File: config.mk
export PLATFORM = sky130hd
export DESIGN_NAME = fir_mac_sched
export DESIGN_NICKNAME = d
export VERILOG_FILES = /design/src/rtl/fir_sched_pkg.sv /design/src/rtl/fir_mac.sv /design/src/rtl/fir_mac_sched.sv
export SDC_FILE = /design/constraint.sdc
export NUM_CORES = 2
export LEC_CHECK = 0
export ABC_AREA = 1
export CAP_MARGIN = 10
export CORE_MARGIN = 2
export CORE_UTILIZATION = 35
export CTS_CLUSTER_DIAMETER = 80
export DETAILED_ROUTE_END_ITERATION = 16
export SLEW_MARGIN = 15
export SYNTH_ARGS = -nofsm -noshare
export SYNTH_HDL_FRONTEND = slang
export SYNTH_HIERARCHICAL = 1
export SYNTH_SLANG_ARGS = --single-unit
File: constraint.sdc
create_clock -name clk -period 7.4 [get_ports clk]
set_input_delay 1.48 -clock clk [delete_from_list [all_inputs] [get_ports clk]]
set_output_delay 1.48 -clock clk [all_outputs]
set_load 0.02 [all_outputs]
File: src/rtl/fir_sched_pkg.sv
// fir_sched_pkg: scheduler states, default sizes and Q15 saturation shared by the FIR MAC scheduler.
package fir_sched_pkg;
    localparam int TAPS_D = 32;
    localparam int DW_D = 16;
    localparam int AW_D = 5;
    localparam int ACC_W = 2 * DW_D + AW_D;
    localparam logic signed [63:0] SAT_MAX = (64'sd1 <<< (DW_D - 1)) - 64'sd1;
    localparam logic signed [63:0] SAT_MIN = -(64'sd1 <<< (DW_D - 1));

    typedef enum logic [2:0] {IDLE, LOAD, MAC0, MAC1, DONE} state_t;

    // Arithmetic shift floors toward -inf, so no rounding is applied.
    function automatic logic signed [DW_D-1:0] sat_q15(input logic signed [63:0] a);
        logic signed [63:0] s;
        s = a >>> (DW_D - 1);
        if (s > SAT_MAX) return SAT_MAX[DW_D-1:0];
        if (s < SAT_MIN) return SAT_MIN[DW_D-1:0];
        return s[DW_D-1:0];
    endfunction
endpackage

File: src/rtl/fir_mac.sv
// fir_mac: signed multiply-accumulate with clear/enable and saturated Q15 view of acc + product.
module fir_mac
    import fir_sched_pkg::*;
#(
    parameter int DW = DW_D,
    parameter int ACC = ACC_W
) (
    input  logic                 clk,
    input  logic                 reset,
    input  logic                 clr,
    input  logic                 en,
    input  logic signed [DW-1:0] a,
    input  logic signed [DW-1:0] b,
    output logic signed [DW-1:0] y
);
    logic signed [2*DW-1:0] prod;
    logic signed [ACC-1:0] acc;
    logic signed [ACC-1:0] sum;

    // y includes the product being accumulated this cycle so the last tap lands in the result.
    always_comb begin
        prod = a * b;
        sum = acc + {{(ACC - 2 * DW){prod[2*DW-1]}}, prod};
        y = sat_q15({{(64 - ACC){sum[ACC-1]}}, sum});
    end

    always_ff @(posedge clk or negedge reset) begin
        if (!reset) acc <= '0;
        else if (clr) acc <= '0;
        else if (en) acc <= sum;
    end
endmodule

File: src/rtl/fir_mac_sched.sv
// fir_mac_sched: runs the two voice-path FIR passes per frame on one shared MAC against a
// one-cycle-latency coefficient ROM.
module fir_mac_sched
    import fir_sched_pkg::*;
#(
    parameter int TAPS = TAPS_D,
    parameter int DW = DW_D,
    parameter int AW = AW_D
) (
    input  logic                 clk,
    input  logic                 reset,
    input  logic                 sample,
    input  logic signed [DW-1:0] x0,
    input  logic signed [DW-1:0] x1,
    output logic [AW:0]          coef_addr,
    input  logic signed [DW-1:0] coef,
    output logic signed [DW-1:0] y0,
    output logic signed [DW-1:0] y1,
    output logic                 y_valid,
    output logic                 busy,
    output logic                 overrun
);
    localparam logic [AW:0] K_LAST = (AW + 1)'(TAPS);

    state_t state, nxt;
    logic [AW-1:0] wp;
    logic [AW:0] k;
    logic signed [DW-1:0] xs0, xs1, tap, hold, mac_y;
    logic signed [DW-1:0] d0 [TAPS];
    logic signed [DW-1:0] d1 [TAPS];
    logic mac, last, accept;

    always_comb begin
        mac = (state == MAC0) || (state == MAC1);
        last = mac && (k == K_LAST);
        accept = sample && ((state == IDLE) || (state == DONE));
        busy = (state == LOAD) || mac;
        overrun = sample && busy;
        y_valid = state == DONE;
        coef_addr = (mac && !k[AW]) ? {state == MAC1, k[AW-1:0]} : '0;
        nxt = state;
        case (state)
            IDLE: nxt = sample ? LOAD : IDLE;
            LOAD: nxt = MAC0;
            MAC0: nxt = last ? MAC1 : MAC0;
            MAC1: nxt = last ? DONE : MAC1;
            DONE: nxt = sample ? LOAD : IDLE;
            default: nxt = IDLE;
        endcase
    end

    always_ff @(posedge clk or negedge reset) begin
        if (!reset) begin
            state <= IDLE;
            wp <= '0;
            k <= '0;
            xs0 <= '0;
            xs1 <= '0;
            tap <= '0;
            hold <= '0;
            y0 <= '0;
            y1 <= '0;
            for (int i = 0; i < TAPS; i++) begin
                d0[i] <= '0;
                d1[i] <= '0;
            end
        end else begin
            state <= nxt;
            if (accept) begin
                xs0 <= x0;
                xs1 <= x1;
            end
            if (state == LOAD) begin
                d0[wp + 1'b1] <= xs0;
                d1[wp + 1'b1] <= xs1;
                wp <= wp + 1'b1;
            end
            k <= (mac && !last) ? k + 1'b1 : '0;
            // Tap k is registered alongside its ROM read so both meet at the MAC next cycle.
            if (mac && !k[AW]) tap <= (state == MAC1) ? d1[wp - k[AW-1:0]] : d0[wp - k[AW-1:0]];
            if (state == MAC0 && last) hold <= mac_y;
            if (state == MAC1 && last) begin
                y0 <= hold;
                y1 <= mac_y;
            end
        end
    end

    fir_mac #(.DW(DW), .ACC(2 * DW + AW)) u_mac (
        .clk(clk),
        .reset(reset),
        .clr((state == LOAD) || last),
        .en(mac && (k != '0)),
        .a(tap),
        .b(coef),
        .y(mac_y)
    );
endmodule
==> summary.log <==
[floorplanning] starting utilization of the core area 35.1%
[global_route] total congestion overflow 0
[global_route] gr usage total 22.2%
[cts] clock network latency to the later pin of the worst-skew pair 810 ps
[timing] Hold Worst Slack 474 ps
[floorplanning] Die ar. 196000 sq um
[synth] post-synthesis compound-gate area fraction 10.2%
[placement] placed wire-length estimate after detailed placement 125000 um
[timing] Min Clock Period, post-route 7760 ps
[synth] post-synthesis xor/xnor area fraction 0.752%
[worst_setup_path] crit path DAT 8370 ps
[timing] Tcrit/Tclk final 105%
[floorplanning] num ports 92
[synth] largest family of logic cells by synthesized area simple AND/OR/NAND/NOR gates
[global_route] maximum number of pins on one net before global-route repair 164
[placement] number of port buffers 91
[cts] CTS tree done
[outcome] status finished, violations left
[power_and_ir_drop] Logic pwr share 20.4%
[synth] post-synthesis net count 9406
[power_and_ir_drop] share of power burned in the clock network 39.9%
[synth] basic-gate share of the synthesized area counting and, or, nand and nor cells 26.0%
[floorplanning] count of standard-cell rows 161
[worst_setup_path] largest incremental delay on the critical path 590 ps
[floorplanning] die width 443 um
[worst_setup_path] CP required 8010 ps
[cells_and_area] Post-layout nets 9471
[drt] TritonRoute pass-1 iters 6
[drt] drt total wl 217000 um
[drt] post-DR vias/cell 5.02
[synth] share of the yosys chip area belonging to registers 43.5%
[worst_setup_path] worst-case register-to-register setup slack -240 ps
[drt] wire length per cell after detailed routing 18.7 um
[cts] clock root buffer clkbuf_16
[power_and_ir_drop] static leakage 40.2 nW
[synth] Post-synth top flop dfrtp_1
[cts] level count of the clock H-tree 4
[worst_setup_path] Critical-path top delay cell fa_2
[cells_and_area] fraction of layout cells with a size suffix above 1 13.8%
[power_and_ir_drop] Switching Fraction 29.0%
[power_and_ir_drop] power per unit of standard cell area 210 nW/um^2
[synth] gate count of the mapped netlist 8962
[floorplanning] area of the placeable core 192000 sq um
[power_and_ir_drop] switching power total 4.88 mW
[timing] Max-slew headroom 24.2%
[cts] number of clock sinks seen by CTS 1171
[timing] PnR worst setup slack -358 ps
[min_path] class of the tightest hold or removal check flip-flop to flip-flop
[global_route] antenna violations before repair 5
[synth] summed instance area of the synthesized netlist 67400 sq um
[timing] measured slew at the worst slew-check pin 1140 ps
[synth] most area-hungry cell type in the Yosys netlist dfrtp_1
[cts] maximum count of clock buffers along a single path 3
[drt] DRC violations left 0
[synth] top cell type's share of synthesized area 43.5%
[synth] Syn Area/Cell 7.52 sq um
[synth] adder-cell area share of the yosys netlist 10.2%
[floorplanning] Vert. Die Dim 443 um
[power_and_ir_drop] worst voltage drop across the vdd grid 0.171 mV
[cts] TritonCTS Buffers 131
[placement] Routability Congestion 0.879
[timing] RSZ-0062 raised after global routing true
[drt] number of nets still failing antenna checks after routing 0
[timing] Setup Skew 49.6 ps
[synth] count of distinct cell types in the synthesized netlist 49
[drt] number of design-rule violations left by the first detailed-router iteration 5149
[worst_setup_path] critical path startpoint category input pin
[flow_run] total of max-cap violations 0
[timing] final hold vios 0
[worst_setup_path] Setup CP Type input pin to flip-flop
[global_route] wire length of the first global-routing pass 341000 um
[timing] number of slew-limit violations in the final report 0
[drt] Vias 58468
[cts] register clock-pin slew on the reported worst setup and hold paths 60 ps
[synth] fraction of synthesized area in multiplexers 0%
[synth] number of warnings reported in the yosys synthesis log 6
[timing] Setup violations, final 37
[worst_setup_path] top fanout value on the critical path 8
[power_and_ir_drop] overall power of the completed layout 16.8 mW
[global_route] number of global-route vias before repair 57442
[power_and_ir_drop] proportion of power drawn by flip-flops and latches 39.7%
[outcome] failing checks setup timing
[synth] total of flip-flops plus latches after synthesis 1171
[synth] Area contributors post-synth dfrtp_1, nand2_1, fa_1
[synth] number of flops mapped to enable cells by yosys 0
[worst_setup_path] crit end category flip-flop
[cells_and_area] Fill cells 19266
[timing] max frequency 0.129 GHz
[synth] ys async rst share 100%
[power_and_ir_drop] cell internal pwr 11.9 mW
[cells_and_area] synthesis-to-layout area growth 19.0%
[layout by cell type (no fill, tap or decap), drive strengths merged, types with 5 or more instances in the layout]
cell type / n
dfrtp: 1171
clkbuf: 192
nand2: 3295
a21oi: 106
or2: 37
a22o: 8
inv: 1058
ha: 129
nand3: 609
o21ai: 1201
buf: 445
clkinvlp: 8
clkdlybuf4s50: 75
fa: 264
clkinv: 17
o21bai: 16
nor2: 369
xnor2: 23
xor2: 31
nor3: 24
nand4: 8
bufinv: 6
a31oi: 5
[registers in the layout (all words and copies together) (netlist names)]
signal / flops
d0: 512
d1: 512
u_mac/acc: 37
hold: 16
tap: 16
xs0: 16
xs1: 16
y0: 16
y1: 16
k: 6
wp: 5
state: 3
[synthesized netlist by cell type (2+ instances only)]
master / n
a211oi_1: 2
a21o_1: 2
a21oi_1: 106
a22o_1: 8
a31oi_1: 5
and2_1: 3
buf_1: 19
buf_2: 64
buf_6: 2
clkbuf_1: 506
dfrtp_1: 1171
fa_1: 264
ha_1: 129
inv_1: 1043
inv_2: 7
nand2_1: 3263
nand2_2: 29
nand3_1: 604
nand3_2: 5
nand3b_1: 3
nand4_1: 8
nor2_1: 354
nor2_2: 10
nor2_4: 5
nor3_1: 13
nor3_2: 8
nor3_4: 3
nor3b_1: 3
nor4_1: 3
o211ai_1: 2
o21ai_0: 961
o21ai_1: 240
o21bai_1: 16
o22ai_1: 2
or2_2: 36
xnor2_1: 21
xor2_1: 30
[cell families (layout without fill, tap and decap cells)]
| logic type | count (synthesis) | count (layout) |
|---|---|---|
| buffers and inverters | 1641 | 1802 |
| AOI/OAI and AO/OA | 1351 | 1351 |
| other | 0 | 3 |
| xor gates and xnor gates | 54 | 54 |
| adders and majority gates | 393 | 393 |
| DFF | 1171 | 1171 |
| and+or+nand+nor | 4352 | 4354 |
[path summary, 6_finish.rpt]
path,from,to,depth (start not counted)
max,coef[6],y1[11],40
min,y0[11],y0[11],2
max reg2reg,tap[15],y1[11],37
min reg2reg,y0[11],y0[11],2
max in group asynchronous,reset,d1[51],3
min in group asynchronous,reset,u_mac/acc[0],1
[metal layers]
metal	GRT usage (%)	wire [um]	part of all wire [%]
met3	3.08	13200	6.1
met2	37.1	103000	47
met1	29.2	92700	43
met4	8.47	8750	4.0
met5	0	0	0
[worst max-delay path: cells and delay by family]
| kind | cells | cell delay [ps] |
|---|---|---|
| adders and majority gates | 8 | 3680 |
| AOI/OAI and AO/OA | 3 | 360 |
| buffers and inverters | 11 | 780 |
| and+or+nand+nor | 17 | 1910 |
| xor gates and xnor gates | 1 | 150 |
[area by class of cell]
class	count	area (sq um)	area share, %
Sequential cell	1171	29300	36.6
Timing Repair Buffer	521	4980	6.21
Multi-Input combinational cell	6152	34300	42.8
Inverter	1050	3980	4.96
Tap cell	2526	3160	3.94
Clock buffer	192	3860	4.82
Antenna cell	3	7.51	0.00936
Clock inverter	39	562	0.701
[power by group through the flow]
stage | Clock, mW | Combinational [mW] | Sequential, mW
global placement | 0 | 2.34 | 6.78
CTS | 6.84 | 2.73 | 6.67
detailed placement | 0 | 2.34 | 6.78
global route | 7.08 | 3.70 | 6.69
finish | 6.72 | 3.43 | 6.68
floorplan | 0 | 1.25 | 6.74
[through the flow]
step | setup slack (ps) | std cells | setup TNS [ps] | utilization (%) | cell area [sq um]
finish | -358 | 11654 | -10570 | 41.8 | 80200
global route | -620 | 11652 | -21710 | 41.8 | 80200
CTS | -243 | 11623 | -6740 | 41.0 | 78800
detailed placement | -2000 | 11345 | -95610 | 38.1 | 73100
global placement | -1880 | 11345 | -90870 | 38.1 | 73100
floorplan | -590 | 8962 | -17780 | - | 68200
[repair_timing]
item                                    4_1_cts  5_1_grt
endpoints found under the setup margin       54       53
pin swaps                                   204      157
gates cloned                                 12        0
resized for setup                           305      308
hold buffers                                  0        0
buffers inserted                             35       31
Note: power is estimated with default switching activity, not from simulation.
